### src/rtl/ps2_rx_fifo.sv
// rtl/ps2_rx_fifo.sv - PS/2 receiver with glitch filter, prefix merge and FWFT event FIFO
module ps2_rx_fifo #(
    parameter int FILTER_LEN = 8,
    parameter int TIMEOUT    = 50000,
    parameter int DEPTH_LOG2 = 3
) (
    input  logic                clk,
    input  logic                rst,
    input  logic [1:0]          ps2_bus,
    input  logic                rd,
    output logic                ev_valid,
    output logic [9:0]          ev_data,
    output logic [DEPTH_LOG2:0] ev_count,
    output logic                overflow,
    output logic                frame_err,
    input  logic                clr_err
);
    localparam int          DEPTH    = 1 << DEPTH_LOG2;
    localparam logic [8:0]  FILT_LIM = 9'(FILTER_LEN);
    localparam logic [19:0] TMO_LIM  = 20'(TIMEOUT);

    typedef enum logic [1:0] {
        S_IDLE  = 2'd0,
        S_RECV  = 2'd1,
        S_CHECK = 2'd2
    } state_t;

    // Lane 1 is the PS/2 clock, lane 0 is the PS/2 data line.
    logic [1:0]      sync1_q, sync1_d;
    logic [1:0]      sync2_q, sync2_d;
    logic [1:0]      filt_q, filt_d;
    logic [1:0][7:0] fcnt_q, fcnt_d;
    logic            clk_prev_q, clk_prev_d;

    state_t          state_q, state_d;
    logic [10:0]     frame_q, frame_d;
    logic [3:0]      bitcnt_q, bitcnt_d;
    logic [19:0]     tcnt_q, tcnt_d;
    logic            ext_pend_q, ext_pend_d;
    logic            up_pend_q, up_pend_d;

    logic [9:0]            mem_q [DEPTH];
    logic [9:0]            mem_d [DEPTH];
    logic [DEPTH_LOG2-1:0] wptr_q, wptr_d;
    logic [DEPTH_LOG2-1:0] rptr_q, rptr_d;
    logic [DEPTH_LOG2:0]   count_q, count_d;
    logic                  ovf_q, ovf_d;
    logic                  ferr_q, ferr_d;

    logic        fall;
    logic        dat;
    logic [19:0] tcnt_inc;
    logic        timeout;
    logic [7:0]  code;
    logic        frame_ok;
    logic        push;
    logic        err_set;
    logic        ext_set;
    logic        up_set;
    logic        pend_clr;
    logic        not_empty;
    logic        full;
    logic        pop;
    logic        push_ok;
    logic        ovf_set;

    // Two-flop synchronisers, then per-lane persistence filters on the synchronised lines.
    always_comb begin
        sync1_d    = ps2_bus;
        sync2_d    = sync1_q;
        clk_prev_d = filt_q[1];
        filt_d     = filt_q;
        fcnt_d     = fcnt_q;
        for (int i = 0; i < 2; i++) begin
            if (sync2_q[i] == filt_q[i]) begin
                fcnt_d[i] = 8'd0;
            end else if (({1'b0, fcnt_q[i]} + 9'd1) == FILT_LIM) begin
                filt_d[i] = ~filt_q[i];
                fcnt_d[i] = 8'd0;
            end else begin
                fcnt_d[i] = fcnt_q[i] + 8'd1;
            end
        end
    end

    assign fall     = clk_prev_q & ~filt_q[1];
    assign dat      = filt_q[0];
    assign tcnt_inc = tcnt_q + 20'd1;
    // A falling edge in the same cycle restarts the count, so it always beats the timeout.
    assign timeout  = (state_q == S_RECV) && !fall && (tcnt_inc == TMO_LIM);
    assign code     = frame_q[8:1];
    // Frame is LSB-first: [0]=start, [8:1]=code, [9]=parity, [10]=stop; parity is odd.
    assign frame_ok = ~frame_q[0] & frame_q[10] & (^frame_q[9:1]);

    // Receiver next-state logic.
    always_comb begin
        state_d = state_q;
        case (state_q)
            S_IDLE: begin
                if (fall && !dat) begin
                    state_d = S_RECV;
                end
            end
            S_RECV: begin
                if (fall) begin
                    if (bitcnt_q == 4'd10) begin
                        state_d = S_CHECK;
                    end
                end else if (timeout) begin
                    state_d = S_IDLE;
                end
            end
            S_CHECK: state_d = S_IDLE;
            default: state_d = S_IDLE;
        endcase
    end

    // Receiver outputs: event push, prefix tracking and error reporting.
    always_comb begin
        push     = 1'b0;
        err_set  = 1'b0;
        ext_set  = 1'b0;
        up_set   = 1'b0;
        pend_clr = 1'b0;
        case (state_q)
            S_RECV: begin
                if (timeout) begin
                    err_set  = 1'b1;
                    pend_clr = 1'b1;
                end
            end
            S_CHECK: begin
                if (!frame_ok) begin
                    err_set  = 1'b1;
                    pend_clr = 1'b1;
                end else if (code == 8'hE0) begin
                    ext_set = 1'b1;
                end else if (code == 8'hF0) begin
                    up_set = 1'b1;
                end else begin
                    push     = 1'b1;
                    pend_clr = 1'b1;
                end
            end
            default: ;
        endcase
    end

    // Receiver datapath: shift register, bit counter, stall timer and prefix flags.
    always_comb begin
        frame_d    = frame_q;
        bitcnt_d   = bitcnt_q;
        tcnt_d     = 20'd0;
        ext_pend_d = ext_pend_q;
        up_pend_d  = up_pend_q;
        case (state_q)
            S_IDLE: begin
                if (fall && !dat) begin
                    frame_d  = {1'b0, frame_q[10:1]};
                    bitcnt_d = 4'd1;
                end
            end
            S_RECV: begin
                if (fall) begin
                    frame_d  = {dat, frame_q[10:1]};
                    bitcnt_d = bitcnt_q + 4'd1;
                end else if (timeout) begin
                    bitcnt_d = 4'd0;
                end else begin
                    tcnt_d = tcnt_inc;
                end
            end
            S_CHECK: bitcnt_d = 4'd0;
            default: bitcnt_d = 4'd0;
        endcase
        if (pend_clr) begin
            ext_pend_d = 1'b0;
            up_pend_d  = 1'b0;
        end else begin
            if (ext_set) begin
                ext_pend_d = 1'b1;
            end
            if (up_set) begin
                up_pend_d = 1'b1;
            end
        end
    end

    assign not_empty = (count_q != '0);
    assign full      = count_q[DEPTH_LOG2];
    assign pop       = rd & not_empty;
    // A pop in the same cycle frees the slot, so a full FIFO can still take the push.
    assign push_ok   = push & (~full | pop);
    assign ovf_set   = push & full & ~pop;

    // FIFO storage, pointers, occupancy and sticky flags.
    always_comb begin
        mem_d   = mem_q;
        wptr_d  = wptr_q;
        rptr_d  = rptr_q;
        count_d = count_q;
        if (push_ok) begin
            mem_d[wptr_q] = {up_pend_q, ext_pend_q, code};
            wptr_d        = wptr_q + 1'b1;
        end
        if (pop) begin
            rptr_d = rptr_q + 1'b1;
        end
        case ({push_ok, pop})
            2'b10:   count_d = count_q + 1'b1;
            2'b01:   count_d = count_q - 1'b1;
            default: count_d = count_q;
        endcase
        ovf_d  = ovf_set ? 1'b1 : (clr_err ? 1'b0 : ovf_q);
        ferr_d = err_set ? 1'b1 : (clr_err ? 1'b0 : ferr_q);
    end

    // Receiver state register.
    always_ff @(posedge clk) begin
        if (rst) begin
            state_q <= S_IDLE;
        end else begin
            state_q <= state_d;
        end
    end

    // Conditioning, receiver datapath and FIFO registers.
    always_ff @(posedge clk) begin
        if (rst) begin
            sync1_q    <= 2'b11;
            sync2_q    <= 2'b11;
            filt_q     <= 2'b11;
            fcnt_q     <= '0;
            clk_prev_q <= 1'b1;
            frame_q    <= '0;
            bitcnt_q   <= '0;
            tcnt_q     <= '0;
            ext_pend_q <= 1'b0;
            up_pend_q  <= 1'b0;
            for (int i = 0; i < DEPTH; i++) begin
                mem_q[i] <= '0;
            end
            wptr_q     <= '0;
            rptr_q     <= '0;
            count_q    <= '0;
            ovf_q      <= 1'b0;
            ferr_q     <= 1'b0;
        end else begin
            sync1_q    <= sync1_d;
            sync2_q    <= sync2_d;
            filt_q     <= filt_d;
            fcnt_q     <= fcnt_d;
            clk_prev_q <= clk_prev_d;
            frame_q    <= frame_d;
            bitcnt_q   <= bitcnt_d;
            tcnt_q     <= tcnt_d;
            ext_pend_q <= ext_pend_d;
            up_pend_q  <= up_pend_d;
            mem_q      <= mem_d;
            wptr_q     <= wptr_d;
            rptr_q     <= rptr_d;
            count_q    <= count_d;
            ovf_q      <= ovf_d;
            ferr_q     <= ferr_d;
        end
    end

    assign ev_valid  = not_empty;
    assign ev_data   = not_empty ? mem_q[rptr_q] : 10'd0;
    assign ev_count  = count_q;
    assign overflow  = ovf_q;
    assign frame_err = ferr_q;

endmodule

### config.mk
export PLATFORM = sky130hd
export DESIGN_NAME = ps2_rx_fifo
export DESIGN_NICKNAME = d
export VERILOG_FILES = /design/src/rtl/ps2_rx_fifo.sv
export SDC_FILE = /design/constraint.sdc
export NUM_CORES = 1
export LEC_CHECK = 0
export BUFFER_PORTS_ARGS = -buffer_cell sky130_fd_sc_hd__buf_2
export CORE_MARGIN = 5
export CORE_UTILIZATION = 45
export DETAILED_ROUTE_END_ITERATION = 10
export GPL_ROUTABILITY_DRIVEN = 1
export SYNTH_ARGS = -nofsm -noshare
export SYNTH_HDL_FRONTEND = slang
export SYNTH_SLANG_ARGS = --single-unit
### constraint.sdc
create_clock -name clk -period 3.8 [get_ports clk]
set_clock_uncertainty 0.15 [all_clocks]
set_input_delay 0.19 -clock clk [delete_from_list [all_inputs] [get_ports clk]]
set_output_delay 0.19 -clock clk [all_outputs]
set_load 0.02 [all_outputs]
[Word level (Yosys, flattened, before mapping)]
Cells that the tools add are included.
Word-level totals
  bits in registers: 154
  bits in latches: 0
  memory bits (writable): 0
  ROM bits: 0
  bits of input ports: 6
  output and inout port bits: 17
  word-level logic and storage cells: 134
  memories: 0
Cells by class
  add/sub/neg operators: 10
  $mul: 0
  div/mod/pow operators: 0
  order comparisons: 3
  equality and inequality tests: 16
  shifts and indexed selects: 0
  mux-type cells: 39
  bitwise gates (word level): 18
  reduce and logical (&&, ||, !) cells: 22
Operator list (number)
  80-bit bitwise mux: 1
  10-bit 2-to-1 mux: 4
  10-bit binary-select mux with 3-bit select: 1
  10-bit demux with 3-bit select: 1
  11-bit 2-to-1 mux: 2
  11-bit one-hot mux with 2 select lines: 1
  20-bit by 1-bit adder with 20-bit output (second input constant): 1
  20-bit by 16-bit equality test with 1-bit output (second input constant): 1
  8-bit by 1-bit adder with 9-bit output (second input constant): 2
  9-bit by 4-bit equality test with 1-bit output (second input constant): 2
  1-bit 2-to-1 mux: 17
  8-bit by 1-bit adder with 8-bit output (second input constant): 2
  8-bit equality test (second input constant): 2
  4-bit one-hot mux with 2 select lines: 2
  4-bit 2-to-1 mux: 3
  9-bit parity: 1
  4-bit by 1-bit adder with 4-bit output (second input constant): 2
  4-bit >= comparator (second input constant): 2
  2-bit 2-to-1 mux: 4
  1-bit inverter: 8
  3-bit inverter with 4-bit output: 2
  2-bit nonzero test: 4
  1-bit bitwise AND: 7
  3-bit by 1-bit adder with 3-bit output (second input constant): 2
  other kinds (21): 34

[Longest topological paths before layout]
  depth in word-level cells: 8
  depth in mapped cells: 14
  depth with buffers taken out: 13

[Worst setup path before layout]
Ideal clock, no wire load.
  kind: register to register
  from: register frame_q[3]
  to: register count_q[2] (netlist: ev_count[2])
  library setup time: 0.070 ns
  arrival time: 3.141 ns
  path slack: 0.439 ns
  cell stages (with the launch flop): 15
  path buffers: 1
  clock period less this slack: 3.361 ns
  cells stage by stage: dfxtp_1 > clkbuf_1 > inv_1 > ha_1 > xnor3_1 > xnor2_1 > nor4_4 > inv_1 > ha_1 > xor2_1 > ha_1 > a21oi_1 > xor2_1 > or3_1 > a21oi_1
Between the ends
  cells in the longest elaborated chain, start to end: 8
  elaborated cells between the ends (all ways): 13
  classes of those cells: eq/ne (4); mux (5); bitwise (2); reduce/logical (2)
RTL lines
  from (decl): RTL line 36  | logic [10:0] frame_q, frame_d;
  from (signal assigned): RTL line 254  | frame_q <= frame_d;
  8-bit equality test: RTL line 138  | end else if (code == 8'hF0) begin
  1-bit 2-to-1 mux: RTL line 138
  1-bit 2-to-1 mux: RTL line 136  | end else if (code == 8'hE0) begin
  1-bit 2-to-1 mux (*): RTL line 133  | if (!frame_ok) begin
  1-bit 2-to-1 mux (*): RTL line 125  | case (state_q)
  1-bit bitwise AND (*): RTL line 193  | assign push_ok = push & (~full | pop);
  2-bit by 1-bit equality test with 1-bit output or 2-bit equality test (tied branches): RTL line 209  | case ({push_ok, pop})
  4-bit one-hot mux with 2 select lines or 2-bit nonzero test (tied branches)
  to (signal assigned): RTL line 262  | count_q <= count_d;
  to (decl): RTL line 46  | logic [DEPTH_LOG2:0] count_q, count_d;
Mark *: on every way between the ends. The rest lies on a longest branch, timed or not.
A chain may end at the register's enable or synchronous reset.

[Final worst setup path]
  from: register frame_q[2]
  to: register count_q[2] (netlist: ev_count[2])
The elaborated chain is that of the path after synthesis.

==> out/metrics.csv <==
metric,value,unit
cap_violations,0,
synth_seq_cells,154,
num_vias,5709,
synth.net_count,859,
ordered_cell_list_for_the_critical_path,inv_1 > ha_1 > xor2_1 > xnor2_1 > nor4_4 > inv_1 > ha_1 > xor2_1 > ha_1 > a21oi_1 > xor2_1 > or3_1 > a21oi_1,
hpwlAfterDp,10.93,mm
combinationalPowerShare,0.009,
flow.area_growth_from_synthesis,14.39,%
worstSetupPathType,reg2reg,
finalMaxSlewViolations,0,
postRouteAntennaNets,0,
core-area,0.01577,mm2
die_wd,136.3,um
io_buffers,22,
start_util,0.4550,
intPower,2.750,mW
fp-row-count,46,
grt.met1_usage,0.2386,
grt_first_pass_wirelength,27.54,mm
async_reset_ff_frac,0,
max-clock-path-buffers,2,
cp-start-kind,flip-flop,
drc,0,
fin_nets,877,
clkSlewWorstSetupHoldPaths,70,ps
crit_slowest_cell,dfxtp_1,
cp-endpoint,ev_count[2],
layoutNonFillerInstCount,1081,
num_io_pins,23,
cp_num_cells,13,
grt_max_degree,81,
p_sw_frac,0.2165,
synth_cell_type_count,58,
final_period_minus_worst_setup_slack,3392,ps
power_density,427.7,mW/mm2
timing.critical_path.arrival,3600,ps
timing.final.hold_violations,0,
use_met2,0.3137,
path_delay_family,adder cells,
worst_hold_path_type,in2reg,
synthDominantCellAreaShare,0.4296,
power.switching,0.7601,mW
timing.rr.end,ev_count[2],
detail_route.first_pass.iterations,5,
post_route_cells_drive_above_1_share,0.1376,
maxSlewHeadroom,0.3632,
globalRouteOverflowTotal,0,
worstPathBufferInverterCount,2,
synthesis.area_per_instance,8.604,um2
cts_max_level,4,
postLayoutCoreUtil,0.5205,
cts_root_buffer,clkbuf_16,
cts_tree,yes,
grt_antenna_before_repair,0,
cpPeakStageDelay,560,ps
max_freq,0.2948,GHz
r2r_setup_slack,410,ps
die_y,136.3,um
first_global_vias,5541,
avgViaCountPerCell,5.281,
dp.cells,1045,
count_of_inserted_antenna_diode_cells,0,
synth.area.top_cells,"dfxtp_1 43%, nand2_1 10%, a21oi_1 6.7%",
track_usage,0.1878,
grt_most_used_layer,met2,
worst_setup_path_end_kind,flip-flop,
setup_viol,0,
power_frac_seq,0.461,
worstReg2RegStart,frame_q[2],
worstRegToRegCells,13,
critPathLaunch,frame_q[2],
synth_area_leader_cell,dfxtp_1,
finalSetupTns,0,ps
use_met3,0.03479,
clockPowerShare,0.530,
fill_cells,1471,
cts_inserted_buffers,17,
drt-wirelength-per-cell,15.23,um
run_status,completed,
power.static_leakage,2.750,nW
ir_drop_worst_vdd,306.5,uV
post-layout-total-power,3.510,mW
full_die_area,0.01857,mm2
postCtsResizedCells,0,
cp.required,4010,ps
route.final.wire_length,16.46,mm
synth.yosys.seq_area_share,0.4296,
postSynthCellCount,834,
gp_routability_congestion,0.7971,
worst_slew_pin_slew,953.9,ps
post_synth_edffs,0,
yosysWarnings,0,
ys_dominant_reg_cell,dfxtp_1,
initialDrtViolationCount,394,
min_period_over_period,0.8926,
clock-sinks,154,
worstPathMaxFanout,11,
clock_latency,420,ps
post_synth_instance_area,0.007176,mm2
rsz0062_at_grt,no,
==> logic make-up (layout without fill, tap and decap cells) <==
group	count (synthesis)	in the layout	share of synthesized area
multiplexers	48	48	0.1020
flip-flops	154	154	0.4296
XOR/XNOR	47	47	0.05929
buffers and inverters	63	94	0.03470
AND/OR/NAND/NOR	373	373	0.2419
adder cells (fa/ha/maj)	19	19	0.03313
AO/OA/AOI/OAI	130	130	0.09939
==> cell usage in the layout (no fill, tap or decap), types with 18 or more instances in the layout <==
cell type  instances
nand2_1          192
buf_4             20
dfxtp_1          154
a21oi_1           96
nand3_1           18
mux4_2            20
ha_1              19
mux2i_1           27
xor2_1            21
buf_2             21
xnor2_1           25
nor2_1            83
==> worst min-delay path by stage <==
| stage | start | cells after the start | endpoint |
|---|---|---|---|
| floorplan | ps2_bus[0] | 1 | sync1_q[0] |
| global placement | ps2_bus[1] | 2 | sync1_q[1] |
| detailed placement | ps2_bus[1] | 2 | sync1_q[1] |
| CTS | rd | 4 | overflow |
| global route | rd | 4 | overflow |
| finish | rd | 4 | overflow |
==> registers in the layout, indices dropped and copies added (netlist names), 3 cells and up <==
register,cells
rptr_q,3
mem_q,80
bitcnt_q,4
wptr_q,3
frame_q,11
ev_count,4
tcnt_q,20
fcnt_q,16
==> area by class of cell <==
cell class                 instances  area, um2  share of cell area
clock buffer                      17      425.4             0.05183
multi-input combinational        617       3850              0.4691
sequential                       154       3083              0.3756
clock inverter                    15      220.2             0.02683
tap                              216      270.3             0.03293
timing repair buffer              45      295.3             0.03598
inverter                          17      63.81            0.007774
==> metal layers <==
metal  vias up  share of wire
met4         0          0.026
met5         -              0
met3        25          0.041
met1      2705           0.45
met2       109           0.48
li1       2870              -
==> repair_timing <==
| action | CTS | global route |
|---|---|---|
| hold buffers | 4 | 0 |
| setup buffers | 0 | 0 |
| hold endpoints to repair | 7 | 0 |
==> Yosys cell counts, drive strengths merged, types with 9 or more instances <==
cell type / instances
nand2: 192
dfxtp: 154
a21oi: 96
nor2: 83
clkbuf: 33
mux2i: 27
xnor2: 25
xor2: 21
mux4: 20
ha: 19
nand3: 19
inv: 17
buf: 13
o21ai: 12
nor3: 11
or2: 9
==> metrics by stage <==
stage | setup slack, ps | instance area, um2 | hold WS [ps]
3_5_place_dp | 386.2 | 7522 | 225.5
4_1_cts | 382.6 | 8208 | 13.76
6_report | 408.2 | 8208 | 16.10
2_1_floorplan | 439.1 | 7176 | 143.8
5_1_grt | 162.2 | 8208 | 70.31
3_3_place_gp | 573.3 | 7522 | 221.7
==> worst register-to-register path, delay by kind of cell, from the launching register on <==
family                     cells  cell delay (ps)
and+or+nand+nor                2              730
AOI/OAI and AO/OA              2              300
adders and majority gates      3              760
xor gates and xnor gates       4              610
DFF                            1              560
buffers and inverters          2              230
==> power groups by stage <==
stage | Clock (mW) | Combinational, mW | Sequential, mW
final | 1.86 | 0.0324 | 1.62
after global routing | 1.97 | 0.0358 | 1.62
after CTS | 1.90 | 0.0322 | 1.62
after detailed placement | 0 | 0.0290 | 1.65
after global placement | 0 | 0.0286 | 1.65
after floorplan | 0 | 0.0214 | 1.65
Power figures use the tool's default switching activity.
